$ cat config.mk
export PLATFORM = sky130hd
export DESIGN_NAME = ste_led_bar
export DESIGN_NICKNAME = d
export VERILOG_FILES = /design/src/rtl/ste_led_bar_enc.sv /design/src/rtl/ste_led_bar.sv
export SDC_FILE = /design/constraint.sdc
export NUM_CORES = 1
export LEC_CHECK = 0
export CAP_MARGIN = 20
export CORE_AREA = 4 4 41 43
export DETAILED_ROUTE_END_ITERATION = 12
export DIE_AREA = 0 0 45 47
export PLACE_DENSITY_LB_ADDON = 0.12
export SYNTH_ARGS = -nofsm -noshare
export SYNTH_HDL_FRONTEND = slang
export SYNTH_SLANG_ARGS = --single-unit
$ cat constraint.sdc
create_clock -name clk -period 2.5 [get_ports clk]
set_clock_uncertainty 0.2 [all_clocks]
set_input_delay 0.5 -clock clk [delete_from_list [all_inputs] [get_ports clk]]
set_output_delay 0.5 -clock clk [all_outputs]
set_load 0.02 [all_outputs]
$ cat src/rtl/ste_led_bar_enc.sv
// Thermometer encoder: clamps the input magnitude and lights ceil(v*LED_NR/DATA_MAX) LEDs from bit 0.
// Uses a per-LED comparator against a constant threshold instead of a divider.
module ste_led_bar_enc #(
   parameter int unsigned DATA_W   = 3,
   parameter int unsigned DATA_MAX = 7,
   parameter int unsigned LED_NR   = 8
) (
   input  logic [DATA_W-1:0] value,
   output logic [LED_NR-1:0] bar
);

   localparam int unsigned PROD_W = DATA_W + $clog2(LED_NR + 1);
   localparam logic [DATA_W-1:0] MAX_V = DATA_W'(DATA_MAX);

   logic [DATA_W-1:0] clamped;
   logic [PROD_W-1:0] scaled;

   assign clamped = (value > MAX_V) ? MAX_V : value;
   assign scaled  = PROD_W'(clamped) * PROD_W'(LED_NR);

   // LED k lights when v*LED_NR > k*DATA_MAX; thresholds fold to constants
   for (genvar k = 0; k < LED_NR; k++) begin : g_cmp
      localparam int unsigned THR = k * DATA_MAX;
      assign bar[k] = (scaled > PROD_W'(THR));
   end

endmodule

$ cat src/rtl/ste_led_bar.sv
// Bar-graph LED driver: registers the encoded thermometer pattern on each update strobe.
// Clear has priority over update; reset release is synchronised before updates are accepted.
module ste_led_bar #(
   parameter int unsigned DATA_W   = 3,
   parameter int unsigned DATA_MAX = 7,
   parameter int unsigned LED_NR   = 8
) (
   input  logic              clk,
   input  logic              rst_n,
   input  logic [DATA_W-1:0] din_i,
   input  logic              din_update_i,
   input  logic              clr_i,
   output logic [LED_NR-1:0] led_o
);

   // Elaboration-time parameter legality
   if (DATA_W < 1) begin : g_bad_data_w
      $error("ste_led_bar: DATA_W must be >= 1");
   end
   if (DATA_MAX == 0) begin : g_bad_data_max
      $error("ste_led_bar: DATA_MAX must be > 0");
   end
   if (LED_NR < 1) begin : g_bad_led_nr
      $error("ste_led_bar: LED_NR must be >= 1");
   end
   if (DATA_W < 32 && (64'(DATA_MAX) >> DATA_W) != 64'd0) begin : g_bad_fit
      $error("ste_led_bar: DATA_MAX does not fit in DATA_W bits");
   end

   logic [LED_NR-1:0] bar;
   logic [1:0]        rst_sync;
   logic              run;

   ste_led_bar_enc #(
      .DATA_W   (DATA_W),
      .DATA_MAX (DATA_MAX),
      .LED_NR   (LED_NR)
   ) u_enc (
      .value (din_i),
      .bar   (bar)
   );

   // Asynchronous assert, synchronous release of the internal run enable
   always_ff @(posedge clk or negedge rst_n) begin
      if (!rst_n) begin
         rst_sync <= 2'b00;
      end else begin
         rst_sync <= {rst_sync[0], 1'b1};
      end
   end

   assign run = rst_sync[1];

   always_ff @(posedge clk or negedge rst_n) begin
      if (!rst_n) begin
         led_o <= '0;
      end else if (run) begin
         if (clr_i) begin
            led_o <= '0;
         end else if (din_update_i) begin
            led_o <= bar;
         end
      end
   end

endmodule

==> out/summary.txt <==
Outcome = finished, final reports clean
Buffers & Inverters on Critical Path = 1
Met3 routed WL = 70 µm
Root Driver = clkbuf_4
Setup crit end = led_o[4]
Clk_lat worst skew = 0.25 ns
Final Hold Viols = 0
Max-cap violations = 0
Non-Filler Instances = 70
Syn-to-layout area delta = 43.4%
Worst setup path start = led_o[4]$_DFFE_PN0P_
Synth area leader = dfrtp_1
Starting Density = 0.321
# IOs = 15
Max Fanout on Critical Path = 2
First-pass GRT wire length = 1440 µm
Flop-to-flop setup slack = 1.29 ns
CP endpoint kind = output port
CP Data Arrival Time = 1.23 ns
Final setup fails = 0
Synth unique cells = 15
Die footprint = 2120 µm²
Leak pwr = 0.254 nW
Number of detailed-route iterations in the first pass = 2
Sequential area share after synthesis = 0.599
Post-CTS setup buffer count = 0
Power per cell area = 609 nW/µm²
FF-to-FF End = led_o[4]$_DFFE_PN0P_
Cells after Synth = 38
CTS tree = built
DR DRC count = 0
Syn nets = 45
Avg Cell Area, Syn = 11.0 µm²
FF-to-FF path depth = 2
Cts hold-fix bufs = 0
Clk sinks = 10
Unrepaired setup endpoints after global routing = false
Crit-path cells = clkdlybuf4s50_1
Worst r2r src = rst_sync[1]$_DFF_PN0_
Min-delay worst type = flip-flop to flip-flop
Cts bufs inserted = 3
Max stage delay on crit path = 0.62 ns
Remaining antenna violation count = 0
Critical path class = flip-flop to output port
Die Span Y = 47 µm
Nets = 64
Placed Cells = 67
Clock buffer depth = 2
Detail Route met2 WL = 413 µm
Minimum clock period = 1.93 ns
RD Place Congestion = 0.698
CP required = 1.80 ns
CP Launch Type = flip-flop
Wire length on met1 = 329 µm
Slowest-stage cell, CP = clkdlybuf4s50_1
IO buf count = 14
Post-route setup slack = 0.567 ns
EDFF count, synth = 0
Via density = 4.64
Fraction of layout cells with a size suffix above 1 = 0.109
Final TNS setup = 0 ns
Overall fraction of global-route tracks in use = 0.100
PostCTS Resize Cnt = 0
Syn. warnings = 0
Largest net degree at the start of global routing = 11
Commonest cells in the netlist = dfrtp_1 (10), nand2_1 (6), o21ai_0 (4)
Synth area leaders = dfrtp_1 (60%), nand2_1 (5.4%), o21ai_0 (4.8%), o21ai_4 (3.9%), mux2_4 (3.6%)
Fmax = 517 MHz
Hold Crit Start = rst_sync[0]$_DFF_PN0_
Initial DRC Count = 3
Top Family by Delay on Critical Path = buffers and inverters
DRT Wirelength = 813 µm
Antenna diodes = 0
Vias = 325
Post-Syn Area = 418 µm²
DP Wirelength = 696 µm
Layout Utilization = 0.461
Period utilization = 0.773
Core ar. = 1300 µm²
#FFs+latches synth = 10
Highest Signal Layer = met3
Count leader, synth = dfrtp_1
Peak supply drop = 0.000406 V
Rows = 13
Vias in the first global route = 347
Gr ovfl total = 0
Hold slack = 0.153 ns
Area share of the largest cell type after synthesis = 0.599
Setup WS pre-CTS = 0.494 ns
Main flop type after synthesis = dfrtp_1
Die Span X = 45 µm
Asr flop ratio synth = 1.00
Fin. max-slew vios = 0
Antenna violations before repair = 0
Wire per inst = 11.6 µm
H-tree levels = 1
Levels on crit path = 1
Clk slew on worst S/H paths = 0.06 ns
Fill cell count = 137
placed cells by master (no fill, tap or decap):
master	count
a21oi_1	2
o21ai_1	2
nand2_1	6
nor2b_1	2
clkdlybuf4s50_1	14
o21ai_4	1
inv_1	2
dfrtp_1	10
clkbuf_4	3
a21boi_0	1
o21ai_0	4
nor2_1	2
nand3_1	1
o31ai_1	2
nor4b_2	1
conb_1	1
mux2_4	1
cells by family (layout without fill, tap and decap cells):
family / count (synthesis) / after routing / share of synthesized area
other: 1 / 1 / 0.00897
DFF: 10 / 10 / 0.599
and+or+nand+nor: 12 / 12 / 0.150
buffers and inverters: 2 / 19 / 0.0180
AOI/OAI and AO/OA: 12 / 12 / 0.189
muxes: 1 / 1 / 0.0359
state kept, by name, summed over array words and instances, names as in the netlist:
signal,count
led_o,8
rst_sync,2
routing by layer:
layer,vias up,global-route usage
met3,0,0.0728
met2,10,0.161
met4,0,0.0175
li1,165,-
met1,150,0.109
met5,-,0
cell type report:
class	instances	area (µm²)	area share
multi-input cells	26	160	0.267
clock buffers	3	22.5	0.0376
well taps	15	18.8	0.0313
repair buffers	14	140	0.234
inverters	2	7.51	0.0125
flip-flops and latches	10	250	0.418
power breakdown:
| group | leakage [nW] | total, mW | internal, mW | switching (mW) |
|---|---|---|---|---|
| Sequential | 0.127 | 0.184 | 0.176 | 0.00804 |
| Clock | 0.0138 | 0.101 | 0.0551 | 0.0459 |
| Combinational | 0.113 | 0.0802 | 0.0400 | 0.0402 |
| Total | 0.254 | 0.365 | 0.271 | 0.0941 |
metrics by stage:
step / power [mW] / cell area [µm²]
2_1_floorplan: 0.221 / 418
3_3_place_gp: 0.267 / 577
3_5_place_dp: 0.269 / 577
4_1_cts: 0.373 / 599
5_1_grt: 0.396 / 599
6_report: 0.365 / 599
worst min-delay path by stage:
stage | endpoint | cells after the start
after floorplan | led_o[0]$_DFFE_PN0P_ | 0
after global routing | rst_sync[1]$_DFF_PN0_ | 0
after CTS | rst_sync[1]$_DFF_PN0_ | 0
final | rst_sync[1]$_DFF_PN0_ | 0
after detailed placement | rst_sync[1]$_DFF_PN0_ | 0
after global placement | rst_sync[1]$_DFF_PN0_ | 0
Note: power is estimated with default switching activity, not from simulation.
